**src/rtl/xst.sv**
```systemverilog
// Serial transmitter: parallel-loaded shift register sent LSB first, with
// programmable bit length and a bit clock that is high for the first half of each bit.
module xst #(
    parameter int SHIFT_REG_WIDTH = 64
) (
    input  logic        clk_i,
    input  logic        reset_i,
    input  logic [5:0]  bits_i,
    input  logic [63:0] baud_i,
    input  logic [63:0] dat_i,
    input  logic        txreg_we_i,
    input  logic        txregr_we_i,
    input  logic        start_i,
    output logic        txd_o,
    output logic        txc_o,
    output logic        idle_o,
    output logic        bit_to
);

    localparam int SRW = SHIFT_REG_WIDTH - 1;

    logic [SRW:0] shift_reg_q, shift_reg_d;
    logic [5:0]   bits_left_q, bits_left_d;
    logic [63:0]  baud_ctr_q,  baud_ctr_d;
    logic [63:0]  half_baud_q, half_baud_d;

    logic [SRW:0] rev_img;
    logic [SRW:0] load_img;

    for (genvar i = 0; i <= SRW; i++) begin : g_rev
        assign rev_img[i] = dat_i[SRW-i];
    end

    assign load_img = (txreg_we_i  ? dat_i[SRW:0] : '0)
                    | (txregr_we_i ? rev_img      : '0);

    assign idle_o = (bits_left_q == 6'd0);
    assign bit_to = ~idle_o && (baud_ctr_q == 64'd0);
    assign txd_o  = idle_o ? 1'b1 : shift_reg_q[0];
    assign txc_o  = ~idle_o && (baud_ctr_q > half_baud_q);

    always_comb begin
        // NOTE: every next-state signal gets its hold value first so no path leaves it unassigned (no latch).
        shift_reg_d = shift_reg_q;
        bits_left_d = bits_left_q;
        baud_ctr_d  = baud_ctr_q;
        half_baud_d = half_baud_q;

        if (reset_i) begin
            shift_reg_d = '1;
            bits_left_d = 6'd0;
            baud_ctr_d  = baud_i;
            half_baud_d = 64'd0;
        end else if (idle_o) begin
            // A write in the start cycle lands first, so the new data is what gets sent.
            if (txreg_we_i || txregr_we_i) begin
                shift_reg_d = load_img;
            end
            if (start_i && (bits_i != 6'd0)) begin
                bits_left_d = bits_i;
                baud_ctr_d  = baud_i;
                half_baud_d = baud_i >> 1;
            end
        end else if (baud_ctr_q != 64'd0) begin
            baud_ctr_d = baud_ctr_q - 64'd1;
        end else begin
            shift_reg_d = {1'b1, shift_reg_q[SRW:1]};
            bits_left_d = bits_left_q - 6'd1;
            baud_ctr_d  = baud_i;
        end
    end

    // NOTE: sequential state uses non-blocking assignments only; blocking here would race other flops.
    always_ff @(posedge clk_i) begin
        shift_reg_q <= shift_reg_d;
        bits_left_q <= bits_left_d;
        baud_ctr_q  <= baud_ctr_d;
        half_baud_q <= half_baud_d;
    end

endmodule

```
**config.mk**
```make
export PLATFORM = sky130hd
export DESIGN_NAME = xst
export DESIGN_NICKNAME = d
export VERILOG_FILES = /design/src/rtl/xst.sv
export SDC_FILE = /design/constraint.sdc
export NUM_CORES = 1
export LEC_CHECK = 0
export BUFFER_PORTS_ARGS = -buffer_cell sky130_fd_sc_hd__buf_2
export CAP_MARGIN = 25
export CELL_PAD_IN_SITES_DETAIL_PLACEMENT = 1
export CELL_PAD_IN_SITES_GLOBAL_PLACEMENT = 2
export CORE_UTILIZATION = 29
export CTS_BUF_LIST = sky130_fd_sc_hd__clkbuf_4 sky130_fd_sc_hd__clkbuf_8
export DETAILED_ROUTE_END_ITERATION = 10
export PLACE_DENSITY = 0.8
export REMOVE_ABC_BUFFERS = 1
export SETUP_SLACK_MARGIN = 0.15
export SLEW_MARGIN = 20
export SYNTH_ARGS = -nofsm -noshare
export SYNTH_HDL_FRONTEND = slang
export SYNTH_SLANG_ARGS = --single-unit
```
**constraint.sdc**
```tcl
create_clock -name clk_i -period 4.5 [get_ports clk_i]
set_input_delay 0.675 -clock clk_i [delete_from_list [all_inputs] [get_ports clk_i]]
set_output_delay 0.675 -clock clk_i [all_outputs]
set_load 0.05 [all_outputs]
```
# Yosys cells after proc, flatten, opt, wreduce, memory -nomap -nowiden
# Cells that the tools add are included.
# word_totals
register_bits	197
wordCells	37
# op_classes
eq_ne	4
n_bitwise	2
n_mux	13
reduce_logical	11
addsub	2
order_cmp	1
# op_table
cell	n
$mux 64	9
$gt 64x63->1	1
$logic_not 64->1	1
$or 64x64->64	1
$reduce_bool 64->1	1
$sub 64x1->64 const B	1
$mux 6	3
$logic_not 6->1	1
$reduce_and 2->1	3
$reduce_bool 6->1	1
$sub 6x1->6 const B	1
$ne 2x1->1 const B	2
$logic_and 1x1->1	3
$ne 3x2->1 const B	1
$ne 2x2->1 const B	1
$logic_or 1x1->1	1
$mux 1	1
$not 1->1	1

# Logic depth before layout (Yosys ltp)
# Gate-level depths: netlist (run 1).
# logic_depth
word_depth	5
ltp_mapped	11
ltp_nobuf	8

# Least setup slack after synthesis (run 1)
# No wires, ideal clock.
# synth_path
path_kind	register to output
from	reg baud_ctr_q[20]
to	out bit_to
arrival_time_ps	2938
slack_ps	887
path_stages_with_launch	7
n_path_buf	2
path_cell_list	edfxtp_1 > or3_1 > clkbuf_1 > or4_4 > or2_1 > buf_2 > nor4_2
# synth_between
elab_chain_len	2
# synth_lines
element	line	rtl
start: declaration	24	logic [63:0] baud_ctr_q, baud_ctr_d;
start signal: assignment	77	baud_ctr_q <= baud_ctr_d;
$logic_not 64->1	38	assign bit_to = ~idle_o && (baud_ctr_q == 64'd0);
$logic_and 1x1->1	38	
end: declaration	17	output logic bit_to
# Every way passes these cells.

# Final worst setup path (run 1)
# layout_path
from	reg bits_left_q[0]
to	out bit_to
# layout_between
elab_chain_len	3
# layout_lines
element	line	rtl
start: declaration	23	logic [5:0] bits_left_q, bits_left_d;
start signal: assignment	76	bits_left_q <= bits_left_d;
$logic_not 6->1	37	assign idle_o = (bits_left_q == 6'd0);
$not 1->1	38	
$logic_and 1x1->1	38	
# Every way passes these cells.

==> reports/results.tsv, run 1 <==
metric	value	unit
outcome	complete, no violations	
reg2reg path depth	7	
Main synth FF type	dfxtp_1	
Synth Area in Compound Gates	25.4	%
Hold WC Path Type	primary input to flip-flop	
core area	0.0389	mm^2
Synth-to-Final Area Change	14.4	%
Clk Latency, worst-skew pair	510	ps
crit path capture type	primary output	
top-level port count	143	
post-synthesis mux area share	0.195	%
Synth Instances	1392	
post-synthesis register bit count	197	
Cell Count Post-Placement	1976	
largest family of logic cells by synthesized area	compound AO/OA/AOI/OAI gates	
detailed placement HPWL	25400	um
# clock sinks	197	
Setup Buffers After CTS	0	
initial antenna violation count	9	
CP Launch Type	flip-flop	
Via density	5.33	
Clock Skews	17.1	ps
Pre-antenna DRT Iters	6	
NumNets Final	1683	
Tot GR Track Use	18.2	%
relative slew slack	35.4	%
Final Total Pwr	8.78	mW
Worst EP arrival	3290	ps
Routability Congestion	0.795	
die area	0.0405	mm^2
vias in the first global route	11100	
VDD IR max	0.328	mV
Clock transition at path regs	110	ps
TritonCTS clock tree	yes	
pwr/cell area	666	mW/mm^2
H-Tree Depth	4	
DRT antenna net count	0	
via count	10700	
largest net degree at the start of global routing	86	
CTS Root Buffer Type	clkbuf_8	
crit-path max FO	9	
number of library cell types mapped by synthesis	64	
share of cells above drive strength 1	15.0	%
Tcrit/Tclk final	88.2	%
DR WL/cell	18.3	um
Final setup viols	0	
commonest cells after routing, fill and taps aside	nand2_1 (284), a21oi_1 (156), buf_2 (142), dfxtp_1 (133), o21ai_0 (115)	
Synth Area in XOR/XNOR	4.03	%
post-synthesis adder-cell area fraction	7.17	%
Synth Area in Simple Gates	17.7	%
Final Hold Fails	0	
commonest non-fill, non-tap cell in the layout	nand2_1	
Netlist Area Pre-Place	0.0115	mm^2
routed wire length	36800	um
RSZ-0062 raised after global routing	false	
Die Width	201	um
CP required	3830	ps
number of flops mapped to enable cells by yosys	64	
Num CTS Buffers	17	
min Tclk post-route	3970	ps
DRC	0	
CP Class	flip-flop to primary output	
Seq/Total Area, Yosys	39.8	%
Max Clk Rate	252	MHz
Leakage	4.98	nW
synth warn	0	
Synth Area per Inst	8.28	um^2
Initial Util	29.6	%
Least-Margin Pin Slew	967	ps
IO Port Bufs	142	
Cell Count, Final, Fillers Out	2011	
first-pass GRT wire length	59100	um
Async S/R FF share, synth	0	%
chip height	201	um
Iteration-0 DRC Markers	437	
Max Slew Vio Count	0	
hold depth	3	
FP Rows	72	
clk buf depth	2	
remaining global-route overflow	0	
Max Cap Viol	0	
==> layer usage <==
layer  track usage, %  up-vias  wire length, um
met5                0        -              106
met4             4.57       16              499
met3             4.31       44             1820
met2             31.0      192            17600
met1             23.0     5235            16700
li1                 -     5223                -
==> worst max-delay path, cell delays in order, from the launching register on <==
cell,delay (ps)
dfxtp_1,370
inv_1,80
ha_1,260
nand2b_1,130
or4_1,480
clkinv_1,520
nor4_4,600
buf_2,360
==> repair_timing <==
action	4_1_cts	5_1_grt
gates resized for setup	0	1
hold buffers	0	0
setup endpoints to repair	0	1
==> per-stage QoR <==
step           setup TNS, ps  util [%]  area [um^2]  worst slack (ps)  hold slack [ps]
3_5_place_dp               0      32.6        12700               865              450
4_1_cts                    0      33.8        13200               267              370
5_1_grt                    0      33.9        13200               293              375
6_report                   0      33.9        13200               530              408
3_3_place_gp               0      32.6        12700               921              443
2_1_floorplan        -556960         -        11100             -4820              430
==> area by class of cell <==
cell class                      count  area, um^2
Fill cell                        4695       25700
Inverter                           70         263
Timing Repair Buffer              163         881
Clock inverter                     13         225
Clock buffer                       19         249
Multi-Input combinational cell   1029        6330
Sequential cell                   197        4580
Antenna cell                        2        5.00
Tap cell                          518         648
==> synthesized netlist by cell type (all sizes together) (3+ instances only) <==
| master | count | area (um^2) |
|---|---|---|
| nor2 | 32 | 120 |
| o41ai | 3 | 26.3 |
| xnor2 | 30 | 263 |
| nor3 | 26 | 135 |
| clkbuf | 68 | 255 |
| nand4 | 21 | 131 |
| o21ai | 125 | 629 |
| a32oi | 63 | 552 |
| or2 | 5 | 31.3 |
| ha | 66 | 826 |
| o31ai | 3 | 22.5 |
| nor4 | 21 | 144 |
| and2 | 3 | 18.8 |
| a22o | 65 | 569 |
| a21o | 3 | 22.5 |
| nand2b | 4 | 25.0 |
| inv | 69 | 259 |
| or3 | 14 | 87.6 |
| xor2 | 23 | 201 |
| a22oi | 3 | 22.5 |
| nand3 | 13 | 65.1 |
| a31oi | 5 | 31.3 |
| a2bb2oi | 4 | 35.0 |
| edfxtp | 64 | 1920 |
| nand2 | 287 | 1080 |
| a211oi | 5 | 37.5 |
| a21oi | 160 | 816 |
| or4 | 13 | 101 |
| buf | 28 | 148 |
| dfxtp | 133 | 2660 |
==> path summary, 6_finish.rpt <==
check | from | to | slack [ps]
max | bits_left_q[0]$_SDFFE_PP0P_ | bit_to | 530
min | baud_i[22] | half_baud_q[21]$_SDFFE_PP0P_ | 410
max reg2reg | baud_ctr_q[25]$_DFFE_PP_ | baud_ctr_q[9]$_DFFE_PP_ | 880
min reg2reg | half_baud_q[54]$_SDFFE_PP0P_ | half_baud_q[54]$_SDFFE_PP0P_ | 460
==> registers in the layout (all words and copies together), names as in the netlist <==
signal,count
baud_ctr_q,64
half_baud_q,63
bits_left_q,6
shift_reg_q,64
==> kinds of logic after synthesis <==
family,Yosys count
muxes,2
xor gates and xnor gates,53
buffers and inverters,166
DFF,197
adders and majority gates,66
and+or+nand+nor,451
AOI/OAI and AO/OA,457
==> power breakdown <==
part	total (mW)	internal (mW)	switching, mW
Sequential	3.51	2.78	0.731
Combinational	3.85	1.42	2.43
Clock	1.42	0.731	0.684
Total	8.78	4.93	3.85
No activity file was read; power rests on OpenSTA's default activity.
==> run 2: changes to the inputs <==
Settings changed: PLACE_DENSITY 0.8 to 0.77.
==> run 2 against run 1 <==
Hold slack improved by 4.4 ps. Clock skew fell by 0.87 ps. Final area fell by 0.24%. Combinational power barely moved. Critical path type unchanged. Worst setup slack got worse by 140 ps. Sequential share of layout area rose by 0.082 points. First-iteration DRC count rose by 32%. Flip-flop and latch count did not move. Routed wire length fell by 1.5%. Global-route usage fell by 0.22 points.
==> reports/results.tsv, run 2 (synthesized netlist as in run 1, its figures left out) <==
metric	value	unit
outcome	complete, no violations	
pwr/cell area	659	mW/mm^2
Num CTS Buffers	17	
slowest CP cell	nor4_2	
commonest cells after routing, fill and taps aside	nand2_1 (284), a21oi_1 (156), buf_2 (142), dfxtp_1 (133), o21ai_0 (115)	
top-level port count	143	
crit-path max FO	6	
RSZ-0062 raised after global routing	false	
DR WL/cell	18.0	um
Worst Path Buf+Inv	1	
NumNets Final	1685	
core area	0.0389	mm^2
Util after Layout	33.8	%
Final Hold Fails	0	
Comb pwr share	44.3	%
commonest non-fill, non-tap cell in the layout	nand2_1	
Iteration-0 DRC Markers	578	
Clock Power Share	15.3	%
Final setup viols	0	
die area	0.0405	mm^2
first-pass GRT wire length	58400	um
Routability Congestion	0.783	
Setup Buffers After CTS	0	
Hold WC Path Type	primary input to flip-flop	
crit path capture type	primary output	
IO Port Bufs	142	
H-Tree Depth	4	
largest net degree at the start of global routing	81	
DRC	0	
r2r setup slk	980	ps
routed wire length	36300	um
Seq pwr share	40.5	%
Max Slew Vio Count	0	
Max Clk Rate	243	MHz
Clock Skews	16.3	ps
FP Rows	72	
Die Width	201	um
Switch Pwr	3.85	mW
chip height	201	um
DRT antenna net count	0	
CP Launch Type	flip-flop	
Fillers	4686	
CP required	3830	ps
Worst EP arrival	3440	ps
CTS Root Buffer Type	clkbuf_8	
clk buf depth	2	
Pre-antenna DRT Iters	4	
initial antenna violation count	7	
relative slew slack	40.8	%
Largest stage delay, worst path	620	ps
Clock transition at path regs	100	ps
post-route cell area	0.0132	mm^2
Initial Util	29.6	%
share of cells above drive strength 1	15.1	%
Tot GR Track Use	18.0	%
via count	10600	
Top delay family on crit path	simple AND/OR/NAND/NOR gates	
CTS resizes	0	
Cell Chain, Critical Path	or4_1 > or4_4 > or2_1 > nor4_2 > buf_2	
Via density	5.28	
TritonCTS clock tree	yes	
Clk Latency, worst-skew pair	500	ps
remaining global-route overflow	0	
sw frac	44.5	%
# clock sinks	197	
Leakage	4.96	nW
Synth-to-Final Area Change	14.1	%
largest registers	baud_ctr_q (64), shift_reg_q (64), half_baud_q (63)	
hold buffers post-CTS	0	
Placed Instance Area	0.0127	mm^2
VDD IR max	0.336	mV
Tcrit/Tclk final	91.4	%
vias in the first global route	11000	
Least-Margin Pin Slew	888	ps
Max Cap Viol	0	
min Tclk post-route	4110	ps
detailed placement HPWL	25100	um
Int Pwr	4.81	mW
CP Class	flip-flop to primary output	
## run 2: per-layer routing
layer / GRT usage, % / part of all wire [%]
met1: 23.1 / 47
met2: 31.2 / 48
met3: 3.76 / 4.4
met4: 3.03 / 0.62
met5: 0 / 0.17
## run 2: power by group through the flow
| stage | Combinational, mW | Clock [mW] | Sequential [mW] |
|---|---|---|---|
| after floorplan | 2.66 | 0 | 3.34 |
| after global placement | 3.71 | 0 | 3.49 |
| after detailed placement | 3.87 | 0 | 3.54 |
| after CTS | 3.89 | 1.37 | 3.50 |
| after global routing | 4.36 | 1.43 | 3.63 |
| final | 3.84 | 1.32 | 3.50 |
## run 2: final timing paths
kind	startpoint	endpoint	depth (start not counted)
hold / removal	baud_i[59]	half_baud_q[58]$_SDFFE_PP0P_	3
setup / recovery	baud_ctr_q[25]$_DFFE_PP_	bit_to	5
hold reg to reg	half_baud_q[22]$_SDFFE_PP0P_	half_baud_q[22]$_SDFFE_PP0P_	2
setup reg to reg	baud_ctr_q[25]$_DFFE_PP_	baud_ctr_q[46]$_DFFE_PP_	7
## run 2: tightest hold or removal path: cells and delay by family
kind | cells | cell delay, ps
AO/OA/AOI/OAI | 1 | 50
buffers and inverters | 1 | 100
AND/OR/NAND/NOR | 1 | 50
## run 2: cell type report
class | instances | area (um^2) | area share [%]
Tap cell | 518 | 648 | 4.93
Timing Repair Buffer | 165 | 896 | 6.81
Sequential cell | 197 | 4580 | 34.9
Inverter | 70 | 263 | 2.00
Clock buffer | 17 | 234 | 1.78
Clock inverter | 15 | 200 | 1.52
Multi-Input combinational cell | 1029 | 6320 | 48.1
Antenna cell | 3 | 7.51 | 0.0571
## run 2: stage by stage
| step | setup TNS, ps | power [mW] | std cells | hold WS [ps] | worst slack (ps) |
|---|---|---|---|---|---|
| 2_1_floorplan | -556960 | 5.99 | 1296 | 430 | -4820 |
| 3_3_place_gp | 0 | 7.21 | 1978 | 443 | 882 |
| 3_5_place_dp | 0 | 7.41 | 1978 | 450 | 894 |
| 4_1_cts | 0 | 8.76 | 2010 | 364 | 308 |
| 5_1_grt | 0 | 9.42 | 2011 | 373 | 158 |
| 6_report | 0 | 8.66 | 2014 | 413 | 388 |
